[src/rtl/pixel_write_sink_pkg.sv]
// Shared definitions for the pixel write sink: FSM state encoding, screen
// geometry defaults and named colours.
package pixel_write_sink_pkg;

  typedef enum logic [1:0] {
    IDLE  = 2'd0,
    DRAIN = 2'd1,
    CLEAR = 2'd2
  } state_e;

  localparam int WIDTH_DEF      = 160;
  localparam int HEIGHT_DEF     = 120;
  localparam int FIFO_DEPTH_DEF = 8;
  localparam int ADDR_W_DEF     = 15;

  localparam logic [2:0] BLACK = 3'b000;
  localparam logic [2:0] RED   = 3'b100;

endpackage

[src/rtl/pixel_write_sink_fifo.sv]
// Synchronous pixel queue. Storage is not reset; only pointers and count are.
// The caller guarantees no push while full and no pop while empty.
module pixel_fifo #(
  parameter int DEPTH = 8,
  parameter int W     = 18
) (
  input  logic         clk,
  input  logic         rst_n,
  input  logic         push,
  input  logic [W-1:0] din,
  input  logic         pop,
  output logic [W-1:0] dout,
  output logic         full,
  output logic         empty
);

  localparam int PTR_W = $clog2(DEPTH);

  logic [W-1:0]   mem [DEPTH];
  logic [PTR_W-1:0] wr_ptr_q, wr_ptr_d;
  logic [PTR_W-1:0] rd_ptr_q, rd_ptr_d;
  logic [PTR_W:0]   count_q, count_d;

  assign full  = (count_q == (PTR_W + 1)'(DEPTH));
  assign empty = (count_q == '0);
  assign dout  = mem[rd_ptr_q];

  always_comb begin
    wr_ptr_d = wr_ptr_q;
    rd_ptr_d = rd_ptr_q;
    count_d  = count_q;
    if (push) wr_ptr_d = wr_ptr_q + 1'b1;
    if (pop)  rd_ptr_d = rd_ptr_q + 1'b1;
    if (push && !pop)      count_d = count_q + 1'b1;
    else if (pop && !push) count_d = count_q - 1'b1;
  end

  always_ff @(posedge clk) begin
    if (push) mem[wr_ptr_q] <= din;
  end

  always_ff @(posedge clk or negedge rst_n) begin
    if (!rst_n) begin
      wr_ptr_q <= '0;
      rd_ptr_q <= '0;
      count_q  <= '0;
    end else begin
      wr_ptr_q <= wr_ptr_d;
      rd_ptr_q <= rd_ptr_d;
      count_q  <= count_d;
    end
  end

endmodule

[src/rtl/pixel_write_sink.sv]
// Receives plot requests, queues them, and drains them into a single-port
// framebuffer write port with a ready stall; also sweeps a full-screen clear.
module pixel_write_sink
  import pixel_write_sink_pkg::*;
#(
  parameter int WIDTH      = WIDTH_DEF,
  parameter int HEIGHT     = HEIGHT_DEF,
  parameter int FIFO_DEPTH = FIFO_DEPTH_DEF,
  parameter int ADDR_W     = ADDR_W_DEF
) (
  input  logic              clock,
  input  logic              resetn,
  input  logic              plot,
  input  logic [7:0]        x,
  input  logic [6:0]        y,
  input  logic [2:0]        colour,
  input  logic              clear,
  input  logic [2:0]        clear_colour,
  output logic              full,
  output logic              busy,
  output logic              clear_done,
  output logic [7:0]        drop_count,
  output logic [ADDR_W-1:0] mem_addr,
  output logic [2:0]        mem_data,
  output logic              mem_we,
  input  logic              mem_ready
);

  localparam int PIX_W = ADDR_W + 3;
  localparam logic [ADDR_W-1:0] LAST_ADDR = ADDR_W'(WIDTH * HEIGHT - 1);

  function automatic logic [ADDR_W-1:0] pix_addr(input logic [7:0] px, input logic [6:0] py);
    return ADDR_W'(py) * ADDR_W'(WIDTH) + ADDR_W'(px);
  endfunction

  state_e            state_q, state_d;
  logic              mem_we_q, mem_we_d;
  logic [ADDR_W-1:0] mem_addr_q, mem_addr_d;
  logic [2:0]        mem_data_q, mem_data_d;
  logic [ADDR_W-1:0] sweep_cnt_q, sweep_cnt_d;
  logic              sweep_last_q, sweep_last_d;
  logic              clr_pend_q, clr_pend_d;
  logic [2:0]        clr_colour_q, clr_colour_d;
  logic              clear_done_q, clear_done_d;
  logic [7:0]        drop_cnt_q, drop_cnt_d;

  logic             in_range, push, pop, drop, accept, can_load;
  logic             fifo_full, fifo_empty;
  logic [PIX_W-1:0] fifo_dout;

  assign in_range = ({24'd0, x} < 32'(WIDTH)) && ({25'd0, y} < 32'(HEIGHT));
  assign push     = plot && !fifo_full && in_range;
  assign drop     = plot && (fifo_full || !in_range);
  assign accept   = mem_we_q && mem_ready;
  assign can_load = !mem_we_q || mem_ready;

  pixel_fifo #(
    .DEPTH (FIFO_DEPTH),
    .W     (PIX_W)
  ) u_fifo (
    .clk   (clock),
    .rst_n (resetn),
    .push  (push),
    .din   ({pix_addr(x, y), colour}),
    .pop   (pop),
    .dout  (fifo_dout),
    .full  (fifo_full),
    .empty (fifo_empty)
  );

  always_comb begin
    state_d      = state_q;
    mem_we_d     = mem_we_q;
    mem_addr_d   = mem_addr_q;
    mem_data_d   = mem_data_q;
    sweep_cnt_d  = sweep_cnt_q;
    sweep_last_d = sweep_last_q;
    clr_pend_d   = clr_pend_q;
    clr_colour_d = clr_colour_q;
    clear_done_d = 1'b0;
    drop_cnt_d   = drop_cnt_q;
    pop          = 1'b0;

    if (accept) mem_we_d = 1'b0;
    if (clear) clr_colour_d = clear_colour;
    // A clear during a sweep restarts it directly rather than queueing another.
    if (clear && state_q != CLEAR) clr_pend_d = 1'b1;
    if (drop && drop_cnt_q != 8'hFF) drop_cnt_d = drop_cnt_q + 8'd1;

    case (state_q)
      IDLE: begin
        if (!fifo_empty) begin
          pop        = 1'b1;
          mem_we_d   = 1'b1;
          mem_addr_d = fifo_dout[PIX_W-1:3];
          mem_data_d = fifo_dout[2:0];
          state_d    = DRAIN;
        end else if (clr_pend_q) begin
          state_d      = CLEAR;
          sweep_cnt_d  = '0;
          sweep_last_d = 1'b0;
          clr_pend_d   = 1'b0;
        end
      end
      DRAIN: begin
        if (!fifo_empty) begin
          if (can_load) begin
            pop        = 1'b1;
            mem_we_d   = 1'b1;
            mem_addr_d = fifo_dout[PIX_W-1:3];
            mem_data_d = fifo_dout[2:0];
          end
        end else if (can_load) begin
          if (clr_pend_q) begin
            state_d      = CLEAR;
            sweep_cnt_d  = '0;
            sweep_last_d = 1'b0;
            clr_pend_d   = 1'b0;
          end else begin
            state_d = IDLE;
          end
        end
      end
      CLEAR: begin
        if (clear) begin
          sweep_cnt_d  = '0;
          sweep_last_d = 1'b0;
        end else if (sweep_last_q) begin
          if (accept) begin
            clear_done_d = 1'b1;
            state_d      = fifo_empty ? IDLE : DRAIN;
          end
        end else if (can_load) begin
          mem_we_d   = 1'b1;
          mem_addr_d = sweep_cnt_q;
          mem_data_d = clr_colour_q;
          if (sweep_cnt_q == LAST_ADDR) sweep_last_d = 1'b1;
          else                          sweep_cnt_d  = sweep_cnt_q + 1'b1;
        end
      end
      default: state_d = IDLE;
    endcase
  end

  always_ff @(posedge clock or negedge resetn) begin
    if (!resetn) begin
      state_q      <= IDLE;
      mem_we_q     <= 1'b0;
      mem_addr_q   <= '0;
      mem_data_q   <= '0;
      sweep_cnt_q  <= '0;
      sweep_last_q <= 1'b0;
      clr_pend_q   <= 1'b0;
      clr_colour_q <= '0;
      clear_done_q <= 1'b0;
      drop_cnt_q   <= '0;
    end else begin
      state_q      <= state_d;
      mem_we_q     <= mem_we_d;
      mem_addr_q   <= mem_addr_d;
      mem_data_q   <= mem_data_d;
      sweep_cnt_q  <= sweep_cnt_d;
      sweep_last_q <= sweep_last_d;
      clr_pend_q   <= clr_pend_d;
      clr_colour_q <= clr_colour_d;
      clear_done_q <= clear_done_d;
      drop_cnt_q   <= drop_cnt_d;
    end
  end

  assign full       = fifo_full;
  assign busy       = !fifo_empty || clr_pend_q || (state_q == CLEAR) || mem_we_q;
  assign clear_done = clear_done_q;
  assign drop_count = drop_cnt_q;
  assign mem_addr   = mem_addr_q;
  assign mem_data   = mem_data_q;
  assign mem_we     = mem_we_q;

endmodule

[config.mk]
export PLATFORM = sky130hd
export DESIGN_NAME = pixel_write_sink
export DESIGN_NICKNAME = d
export VERILOG_FILES = /design/src/rtl/pixel_write_sink_pkg.sv /design/src/rtl/pixel_write_sink_fifo.sv /design/src/rtl/pixel_write_sink.sv
export SDC_FILE = /design/constraint.sdc
export NUM_CORES = 1
export LEC_CHECK = 0
export CAP_MARGIN = 20
export CORE_ASPECT_RATIO = 1.1
export CORE_MARGIN = 2
export CORE_UTILIZATION = 36
export DETAILED_ROUTE_END_ITERATION = 16
export PLACE_DENSITY = 0.62
export SLEW_MARGIN = 15
export SYNTH_ARGS = -nofsm -noshare
export SYNTH_HDL_FRONTEND = slang
export SYNTH_SLANG_ARGS = --single-unit
export TNS_END_PERCENT = 100
[constraint.sdc]
create_clock -name clock -period 4 [get_ports clock]
set_input_delay 0.6 -clock clock [delete_from_list [all_inputs] [get_ports clock]]
set_output_delay 0.6 -clock clock [all_outputs]
set_load 0.02 [all_outputs]
==> metrics.md, run 1 <==
| Metric | Value |
|---|---|
| Die width | 154 um |
| Worst hold-check path type | input pin to asynchronous set/reset pin |
| Critical-path top delay cell | or4_4 |
| PD cells | 687 mW/mm^2 |
| Layout cells sized above 1 | 16.5% |
| Reg-to-reg endpoint | u_fifo.count_q[3] |
| Max rail drop VDD | 348 uV |
| Hold Fails Final Rpt | 0 |
| Utilization after layout | 43.6% |
| Worst-skew pair later-pin latency | 0.50 ns |
| CTS tree | done |
| Mapped Nets | 643 |
| Largest cells by area after synthesis | edfxtp_1 (48%), dfrtp_1 (17%), mux4_2 (9.0%) |
| RePlAce Congestion | 0.787 |
| Slowest stage delay, CP | 0.61 ns |
| Final net count | 716 |
| Port Buffers | 55 |
| Area Overhead vs Synth | 19.1% |
| DRT antenna net count | 0 |
| Synth top area share | 48.2% |
| Setup TNS | 0 ns |
| Crit Path Max Fanout | 6 |
| Synth area leader | edfxtp_1 |
| CP Cell Sequence | or4_4, or4_1, clkdlybuf4s50_1 |
| Worst r2r path cells | 13 |
| Die area | 0.0262 mm^2 |
| Cells after Synth | 594 |
| Fillers | 2151 |
| Initial antenna violation count | 0 |
| Die H | 170 um |
| Syn Area/Cell | 15.1 um^2 |
| Setup Buffers After CTS | 0 |
| Vias | 5242 |
| Vias in the first global route | 5421 |
| WL final | 19.0 mm |
| Top-Level Pins | 56 |
| Root Driver | clkbuf_16 |
| Core area | 0.0245 mm^2 |
| Worst Setup SP | u_fifo.count_q[1] |
| Post-synth cell types | 59 |
| Initial DRC Count | 346 |
| First-pass GRT wire length | 29.5 mm |
| Crit path launch type | flop |
| Reg2reg start | u_fifo.count_q[1] |
| Pwr Total | 0.00734 W |
| Placed cell area | 0.00994 mm^2 |
| Post-DP HPWL | 12.1 mm |
| RSZ-0062 raised after global routing | false |
| Min Tclk post-route | 3.19 ns |
| Lkg Pwr | 3.89 nW |
| Clock skew | 0.0141 ns |
| Worst EP arrival | 2.59 ns |
| Yosys reg bits | 204 |
| Status | complete, no violations |
| GRT Total Usage | 14.5% |
| Largest net degree at the start of global routing | 39 |
| Register-to-Register Setup Slack | 0.90 ns |
| Vias per cell | 5.28 |
| CTS Buf Count | 22 |
| Ys async rst share | 29.4% |
| Rows | 60 |
| Crit end category | output pin |
| Clk slew on worst S/H paths | 0.07 ns |
| Yosys warns | 0 |
| Setup CP Type | flop to output pin |
| DRC Markers | 0 |
| Critical path endpoint | busy |
| Worst Tran Pin Value | 0.820 ns |
| Clock Path Buffers | 3 |
| Final period util | 79.9% |
| Post-Synthesis Cell Area | 0.00896 mm^2 |
| Hold buffer count at cts | 0 |
| Sequential fraction of the synthesis area | 65.0% |
| N_diodes | 0 |
| Pins over their slew limit | 0 |
| Gates resized, CTS repair | 0 |
| H-Tree Depth | 1 |
| Starting Density | 36.6% |
| Relative slew margins | 45.3% |
| Critical Path RT | 3.40 ns |
| Total grt overflow | 0 |
| EDFF count, synth | 144 |
| Average wire per standard cell | 19.1 um |
| Setup violators final | 0 |
| Dominant synthesized flop cell | edfxtp_1 |
| Max-Cap Viols | 0 |
| Clock Sinks | 204 |
| First-pass DRT Iterations | 5 |
| Fmax | 313 MHz |
| Final Instance Area | 0.0107 mm^2 |
[cell type report]
type / instances / area [um^2] / area share [%]
Timing Repair Buffer: 74 / 708 / 6.63
Sequential cell: 204 / 5830 / 54.6
Multi-Input combinational cell: 351 / 3000 / 28.1
Clock inverter: 15 / 126 / 1.18
Tap cell: 310 / 388 / 3.63
Clock buffer: 25 / 583 / 5.46
Inverter: 14 / 52.6 / 0.492
[logic make-up after synthesis]
family,Yosys count,share of synthesized area (%)
mux,60,11.8
fa+ha+maj,23,3.46
flops,204,65.0
xor+xnor,23,2.40
buf+inv,39,2.01
simple gates,140,8.04
compound gates,105,7.30
[routing by layer]
layer	vias up	track usage, %	routed length, um
li1	2434	-	-
met1	2665	19.6	8520
met2	119	24.2	9300
met3	24	2.37	868
met4	0	4.23	320
met5	-	0	0
[flip-flops by register name, summed over array words and instances (netlist names)]
signal,flops
sweep_cnt_q,15
mem_we,1
sweep_last_q,1
clr_colour_q,3
state_q,2
mem_data,3
clr_pend_q,1
clear_done,1
u_fifo.rd_ptr_q,3
u_fifo.mem,144
mem_addr,15
drop_count,8
u_fifo.wr_ptr_q,3
u_fifo.count_q,4
[worst max-delay path: cells and delay by family (launching register included)]
kind                   cells  cell delay [ns]
and+or+nand+nor            2             1.08
buffers and inverters      1             0.56
DFF                        1             0.46
[layout by cell type (no fill, tap or decap), types with 3 or more instances in the layout]
cell type,count
o31ai_1,4
mux2_2,6
and3_1,6
clkinv_1,5
nor3_2,3
edfxtp_1,144
clkbuf_16,23
mux2i_1,18
nor2_1,10
clkinv_2,6
xor2_1,6
buf_4,18
dfrtp_1,59
nor3_1,4
a31oi_1,3
inv_1,14
ha_1,20
o21ai_0,48
nand3_1,14
mux4_2,36
o21ai_1,12
nand4_1,9
fa_1,3
nand2_1,62
o311ai_1,3
nor3b_1,4
clkdlybuf4s50_1,54
nand2b_1,6
a21o_1,6
a21oi_1,13
xnor2_1,16
[power breakdown]
part	leakage [nW]	switching (W)	internal, W	total, W
sequential	2.06	0.000255	0.00267	0.00292
combinational	1.48	0.00133	0.00110	0.00244
clock	0.354	0.000809	0.00118	0.00199
[cells in the mapped netlist (7+ instances only)]
cell / n
nor2_1: 10
nand4_1: 9
dfrtp_1: 60
nand3_1: 14
buf_2: 7
o21ai_0: 48
nand2_1: 62
clkbuf_1: 7
o21ai_1: 12
mux4_2: 36
xnor2_1: 16
a21oi_1: 13
edfxtp_1: 144
inv_1: 14
mux2i_1: 18
ha_1: 20
nor3_1: 7
[per-stage QoR]
stage	setup slack [ns]	hold slack (ns)	instances
after floorplan	0.506	0.304	594
final	0.806	0.161	993
after CTS	0.779	0.175	992
after global routing	0.644	0.211	993
after global placement	0.564	0.463	952
after detailed placement	0.448	0.477	952
[worst min path at each step]
| stage | start | to | slack [ns] | depth (start not counted) |
|---|---|---|---|---|
| detailed placement | mem_addr[3] | mem_addr[3] | 0.48 | 2 |
| global route | resetn | drop_count[4] | 0.21 | 1 |
| CTS | resetn | sweep_cnt_q[2] | 0.18 | 1 |
| floorplan | resetn | clear_done | 0.30 | 0 |
| global placement | mem_addr[13] | mem_addr[13] | 0.46 | 2 |
| finish | resetn | sweep_cnt_q[2] | 0.16 | 1 |
Note: power is estimated with default switching activity, not from simulation.
==> inputs of run 2 (changes only) <==
Clock period 4 ns to 3.3 ns, I/O delays scaled along.
==> run 2 against run 1 <==
Register-to-register slack worse by 0.57 ns. Sequential power up 22%. Global-route usage up 0.17 points. First-iteration DRC count down 16%. Hold slack worse by 0.046 ns. Worst setup slack worse by 0.61 ns.
==> metrics.md, run 2 (synthesis results as in run 1) <==
| Metric | Value |
|---|---|
| Status | complete, no violations |
| RSZ-0062 raised after global routing | false |
| Clock Path Buffers | 3 (unchanged) |
| PD cells | 823 mW/mm^2 (+20%) |
| WL final | 18.9 mm (-0.55%) |
| Worst Tran Pin Value | 0.881 ns (+0.0611 ns) |
| Top-Level Pins | 56 (unchanged) |
| Worst-skew pair later-pin latency | 0.50 ns (about the same) |
| Crit Path Max Fanout | 6 (unchanged) |
| Worst Setup SP | u_fifo.count_q[0] |
| Worst r2r path cells | 13 (unchanged) |
| Worst hold-check path type | input pin to asynchronous set/reset pin |
| CP delay by family, top | simple AND/OR/NAND/NOR gates |
| Post-DP HPWL | 12.2 mm (+0.80%) |
| DRC Markers | 0 (unchanged) |
| Fmax | 322 MHz |
| Hold Fails Final Rpt | 0 (unchanged) |
| Register area | 0.00583 mm^2 (unchanged) |
| Rows | 60 (unchanged) |
| Switching power total | 0.00288 W (+20%) |
| Setup CP Type | flop to output pin |
| First-pass DRT Iterations | 4 (-1) |
| Starting Density | 36.6% (unchanged) |
| Gates resized, CTS repair | 0 (unchanged) |
| Port Buffers | 55 (unchanged) |
| Critical path endpoint | busy |
| Area of the multi-input gates | 0.00301 mm^2 (+0.29%) |
| N_diodes | 0 (unchanged) |
| Die area | 0.0262 mm^2 (unchanged) |
| CTS tree | done |
| RePlAce Congestion | 0.851 (+8.2%) |
| Dpl ws | -0.0372 ns (-0.485 ns) |
| Sw Ratio | 32.4% (-0.25 points) |
| Pwr Total | 0.00889 W (+21%) |
| Area Overhead vs Synth | 20.5% |
| Worst EP arrival | 2.61 ns (+0.02 ns) |
| Total grt overflow | 0 (unchanged) |
| Hold_ws | 0.115 ns (-0.0456 ns) |
| Setup TNS | 0 ns (unchanged) |
| H-Tree Depth | 1 (unchanged) |
| Final net count | 722 (+0.84%) |
| Reg2reg start | u_fifo.count_q[0] |
| Vias per cell | 5.33 (+0.95%) |
| Vias in the first global route | 5547 (+2.3%) |
| Most frequent cells in the layout | edfxtp_1 (144), nand2_1 (62), dfrtp_1 (59), clkdlybuf4s50_1 (54), o21ai_0 (48) |
| Max rail drop VDD | 332 uV (-4.8%) |
| Reg-to-reg endpoint | u_fifo.count_q[3] |
| Critical path buffer and inverter count | 1 (unchanged) |
| Initial antenna violation count | 0 (unchanged) |
| Setup Buffers After CTS | 0 (unchanged) |
| Largest net degree at the start of global routing | 40 (+2.6%) |
| Core area | 0.0245 mm^2 (unchanged) |
| Hold buffer count at cts | 0 (unchanged) |
| Layout cells sized above 1 | 16.9% (+0.36 points) |
| Die width | 154 um (unchanged) |
| Relative slew margins | 41.2% (-4.1 points) |
| Levels on crit path | 3 (unchanged) |
| Die H | 170 um (unchanged) |
| Average wire per standard cell | 19.0 um (-0.85%) |
| CTS Buf Count | 21 (-4.5%) |
| Slowest stage delay, CP | 0.59 ns (-0.02 ns) |
| CP Cell Sequence | or4_4, or4_1, clkdlybuf4s50_1 |
| Top reg by flops | u_fifo.mem |
| Critical Path RT | 2.80 ns (-0.60 ns) |
| Crit path launch type | flop |
| Fillers | 2145 (-0.28%) |
| Min Tclk post-route | 3.10 ns |
| GRT Total Usage | 14.7% (+0.17 points) |
| Commonest non-fill, non-tap cell in the layout | edfxtp_1 |
| Setup violators final | 0 (unchanged) |
| DRT antenna net count | 0 (unchanged) |
| Internal Power | 0.00601 W (+21%) |
| Crit end category | output pin |
| Initial DRC Count | 290 (-16%) |
| Max-Cap Viols | 0 (unchanged) |
| Clock skew | 0.0197 ns (+0.00559 ns) |
| Clock Sinks | 204 (unchanged) |
| Clk pwr share | 26.3% (-0.7 points) |
| Clk slew on worst S/H paths | 0.06 ns (about the same) |
| Gate power share | 33.4% (+0.2 points) |
| Worst setup margin | 0.195 ns (-0.611 ns) |
| Lkg Pwr | 3.93 nW (+0.91%) |
| Root Driver | clkbuf_16 |
| Sequential share of power | 40.2% (+0.4 points) |
| Vias | 5308 (+1.3%) |
| Pins over their slew limit | 0 (unchanged) |
| Final period util | 94.1% |
| Max reg flops | 144 (unchanged) |
| Register-to-Register Setup Slack | 0.33 ns (-0.57 ns) |
| First-pass GRT wire length | 30.1 mm (+1.8%) |
| Critical-path top delay cell | or4_4 |
run 2: cell count changes in the layout (fill, tap and decap cells not counted), sizes merged:
cell	delta
bufinv	+1
buf	+7
clkinv	-3
inv	-1
clkbuf	-1
run 2: worst min-delay path by stage:
stage | startpoint | end | cells past startpoint
after floorplan | resetn | clear_done | 0
after global placement | mem_addr[1] | mem_addr[1] | 2
after detailed placement | mem_addr[4] | mem_addr[4] | 2
after CTS | resetn | drop_count[2] | 1
after global routing | resetn | drop_count[2] | 1
final | resetn | drop_count[2] | 1
run 2: through the flow:
step                cell area (um^2)  cells  utilization (%)
floorplan                       8970    594                -
global placement               10100    960             41.4
detailed placement             10100    960             41.4
CTS                            10800    996             44.1
global route                   10800    996             44.1
finish                         10800    996             44.1
run 2: power by group through the flow:
stage | clock network, W | logic (W) | registers (W)
6_report | 0.00234 | 0.00297 | 0.00357
2_1_floorplan | 0 | 0.00186 | 0.00366
5_1_grt | 0.00249 | 0.00326 | 0.00364
3_5_place_dp | 0 | 0.00301 | 0.00363
4_1_cts | 0.00239 | 0.00302 | 0.00359
3_3_place_gp | 0 | 0.00292 | 0.00359
run 2: per-layer routing:
metal,vias up,global-route usage [%],wire (um)
li1,2445,-,-
met1,2697,19.2,8290
met2,130,25.1,9180
met3,36,2.68,979
met4,0,4.03,464
met5,-,0,0
run 2: area by class of cell:
| cell class | count | share of cell area [%] |
|---|---|---|
| timing repair buffer | 81 | 7.90 |
| clock buffer | 24 | 4.97 |
| tap | 310 | 3.59 |
| multi-input combinational | 351 | 27.8 |
| sequential | 204 | 54.0 |
| inverter | 14 | 0.487 |
| clock inverter | 12 | 1.27 |
==> inputs of run 3 (changes only) <==
Settings changed: ABC_CLOCK_PERIOD_IN_PS set to 3300, SETUP_SLACK_MARGIN set to 0.15.
==> run 3 against run 2 <==
Clock skew is 0.0037 ns lower. Flip-flop and latch count is the same. Via count fell by 1.7%. Hold slack got worse by 0.022 ns. Non-clock buffer count grew 3. Routed wire length fell by 3.5%. Critical endpoint unchanged.
==> metrics.md, run 3 (synthesis results as in run 1) <==
| Metric | Value |
|---|---|
| DRC Markers | 0 (unchanged) |
| Lkg Pwr | 3.94 nW (+0.17%) |
| Total grt overflow | 0 (unchanged) |
| Most frequent cells in the layout | edfxtp_1 (144), nand2_1 (62), dfrtp_1 (59), clkdlybuf4s50_1 (53), o21ai_0 (48) |
| Area Overhead vs Synth | 20.7% |
| Worst EP arrival | 2.42 ns (-0.19 ns) |
| Initial antenna violation count | 0 (unchanged) |
| WL final | 18.2 mm (-3.5%) |
| Vias | 5219 (-1.7%) |
| Hold_ws | 0.0931 ns (-0.0221 ns) |
| N_diodes | 0 (unchanged) |
| CTS tree | done |
| Min Tclk post-route | 2.91 ns (-0.193 ns) |
| Setup CP Type | flop to output pin |
| CTS Buf Count | 21 (unchanged) |
| Reg2reg start | u_fifo.count_q[1] |
| H-Tree Depth | 1 (unchanged) |
| Starting Density | 36.6% (unchanged) |
| Max reg flops | 144 (unchanged) |
| Top reg by flops | u_fifo.mem |
| Largest net degree at the start of global routing | 39 (-2.5%) |
| Die width | 154 um (unchanged) |
| Setup Buffers After CTS | 0 (unchanged) |
| Hold Fails Final Rpt | 0 (unchanged) |
| Relative slew margins | 38.1% (-3.1 points) |
| DRT antenna net count | 0 (unchanged) |
| Register-to-Register Setup Slack | 0.45 ns (+0.12 ns) |
| Clock Sinks | 204 (unchanged) |
| Worst r2r path cells | 12 (-1) |
| Initial DRC Count | 340 (+17%) |
| Port Buffers | 55 (unchanged) |
| Worst hold-check path type | input pin to asynchronous set/reset pin |
| RePlAce Congestion | 0.821 (-3.6%) |
| Layout cells sized above 1 | 17.9% (+1.0 points) |
| Placed cell area | 0.0101 mm^2 (about the same) |
| GRT Total Usage | 14.1% (-0.52 points) |
| First-pass DRT Iterations | 4 (unchanged) |
| Vias per cell | 5.21 (-2.2%) |
| RSZ-0062 raised after global routing | false |
| Die H | 170 um (unchanged) |
| Fmax | 343 MHz (+6.6%) |
| Final net count | 725 (+0.42%) |
| Setup TNS | 0 ns (unchanged) |
| Worst Tran Pin Value | 0.929 ns (+0.0472 ns) |
| Crit path launch type | flop |
| Crit end category | output pin |
| Vias in the first global route | 5227 (-5.8%) |
| Top-Level Pins | 56 (unchanged) |
| Crit Path Max Fanout | 6 (unchanged) |
| Status | complete, no violations |
| Max rail drop VDD | 355 uV (+7.0%) |
| First-pass GRT wire length | 28.7 mm (-4.5%) |
| Critical Path RT | 2.80 ns (about the same) |
| Final period util | 88.3% (-5.8 points) |
| Final Instance Area | 0.0108 mm^2 (+0.17%) |
| Clock skew | 0.0159 ns (-0.00373 ns) |
| Commonest non-fill, non-tap cell in the layout | edfxtp_1 |
| Max-Cap Viols | 0 (unchanged) |
| Worst-skew pair later-pin latency | 0.51 ns (about the same) |
| Setup violators final | 0 (unchanged) |
| Reg-to-reg endpoint | u_fifo.count_q[3] |
| Clock Path Buffers | 3 (unchanged) |
| Average wire per standard cell | 18.2 um (-4.0%) |
| Root Driver | clkbuf_16 |
| Die area | 0.0262 mm^2 (unchanged) |
| Post-DP HPWL | 12.1 mm (-1.5%) |
| Rows | 60 (unchanged) |
| Core area | 0.0245 mm^2 (unchanged) |
| Pins over their slew limit | 0 (unchanged) |
| Clk slew on worst S/H paths | 0.07 ns (about the same) |
| Hold buffer count at cts | 0 (unchanged) |
| PD cells | 817 mW/mm^2 (-0.67%) |
[run 3: where the power goes]
group	switching, W	internal, W
clock	0.000959	0.00138
sequential	0.000389	0.00323
combinational	0.00151	0.00138
total	0.00286	0.00598
[run 3: routing by layer]
layer  routed length [um]  vias up  track usage [%]  part of all wire (%)
li1                     -     2466                -                     -
met1                 8220     2612             19.0                    45
met2                 8970      113             24.0                    49
met3                  701       28             2.09                   3.8
met4                  346        0             4.15                   1.9
met5                    0        -                0                     0
[run 3: cell type report]
| type | count | area [um^2] |
|---|---|---|
| clock buffer | 26 | 564 |
| clock inverter | 12 | 124 |
| fill | 2184 | 13700 |
| inverter | 14 | 52.6 |
| multi-input combinational | 351 | 3010 |
| sequential | 204 | 5830 |
| tap | 310 | 388 |
| timing repair buffer | 84 | 850 |
[run 3: how the worst max path moves through the flow]
stage,start,slack [ns],to,depth (start not counted)
6_report,u_fifo.count_q[1],0.39,busy,3
5_1_grt,u_fifo.count_q[0],0.18,u_fifo.count_q[3],12
4_1_cts,u_fifo.count_q[1],0.35,busy,3
3_5_place_dp,y[1],-0.10,u_fifo.mem[3][16],9
3_3_place_gp,y[1],0.06,u_fifo.mem[4][16],9
2_1_floorplan,u_fifo.count_q[1],0.13,u_fifo.count_q[3],12
[run 3: critical path: stages, from the launching register on]
cell	delay, ns
dfrtp_1	0.45
or4_4	0.60
or4_1	0.52
dlygate4sd2_1	0.35
[run 3: through the flow]
step,cells,power (W),worst slack (ns),utilization [%]
CTS,1001,0.00897,0.349,44.2
floorplan,594,0.00553,0.133,-
detailed placement,963,0.00661,-0.101,41.4
finish,1001,0.00884,0.388,44.2
global placement,963,0.00652,0.0571,41.4
global route,1001,0.00936,0.178,44.2
[run 3: what timing repair did]
item	in CTS	in global routing
endpoints found under the setup margin	1	0
gates resized for setup	1	0
endpoints found under the hold margin	0	0
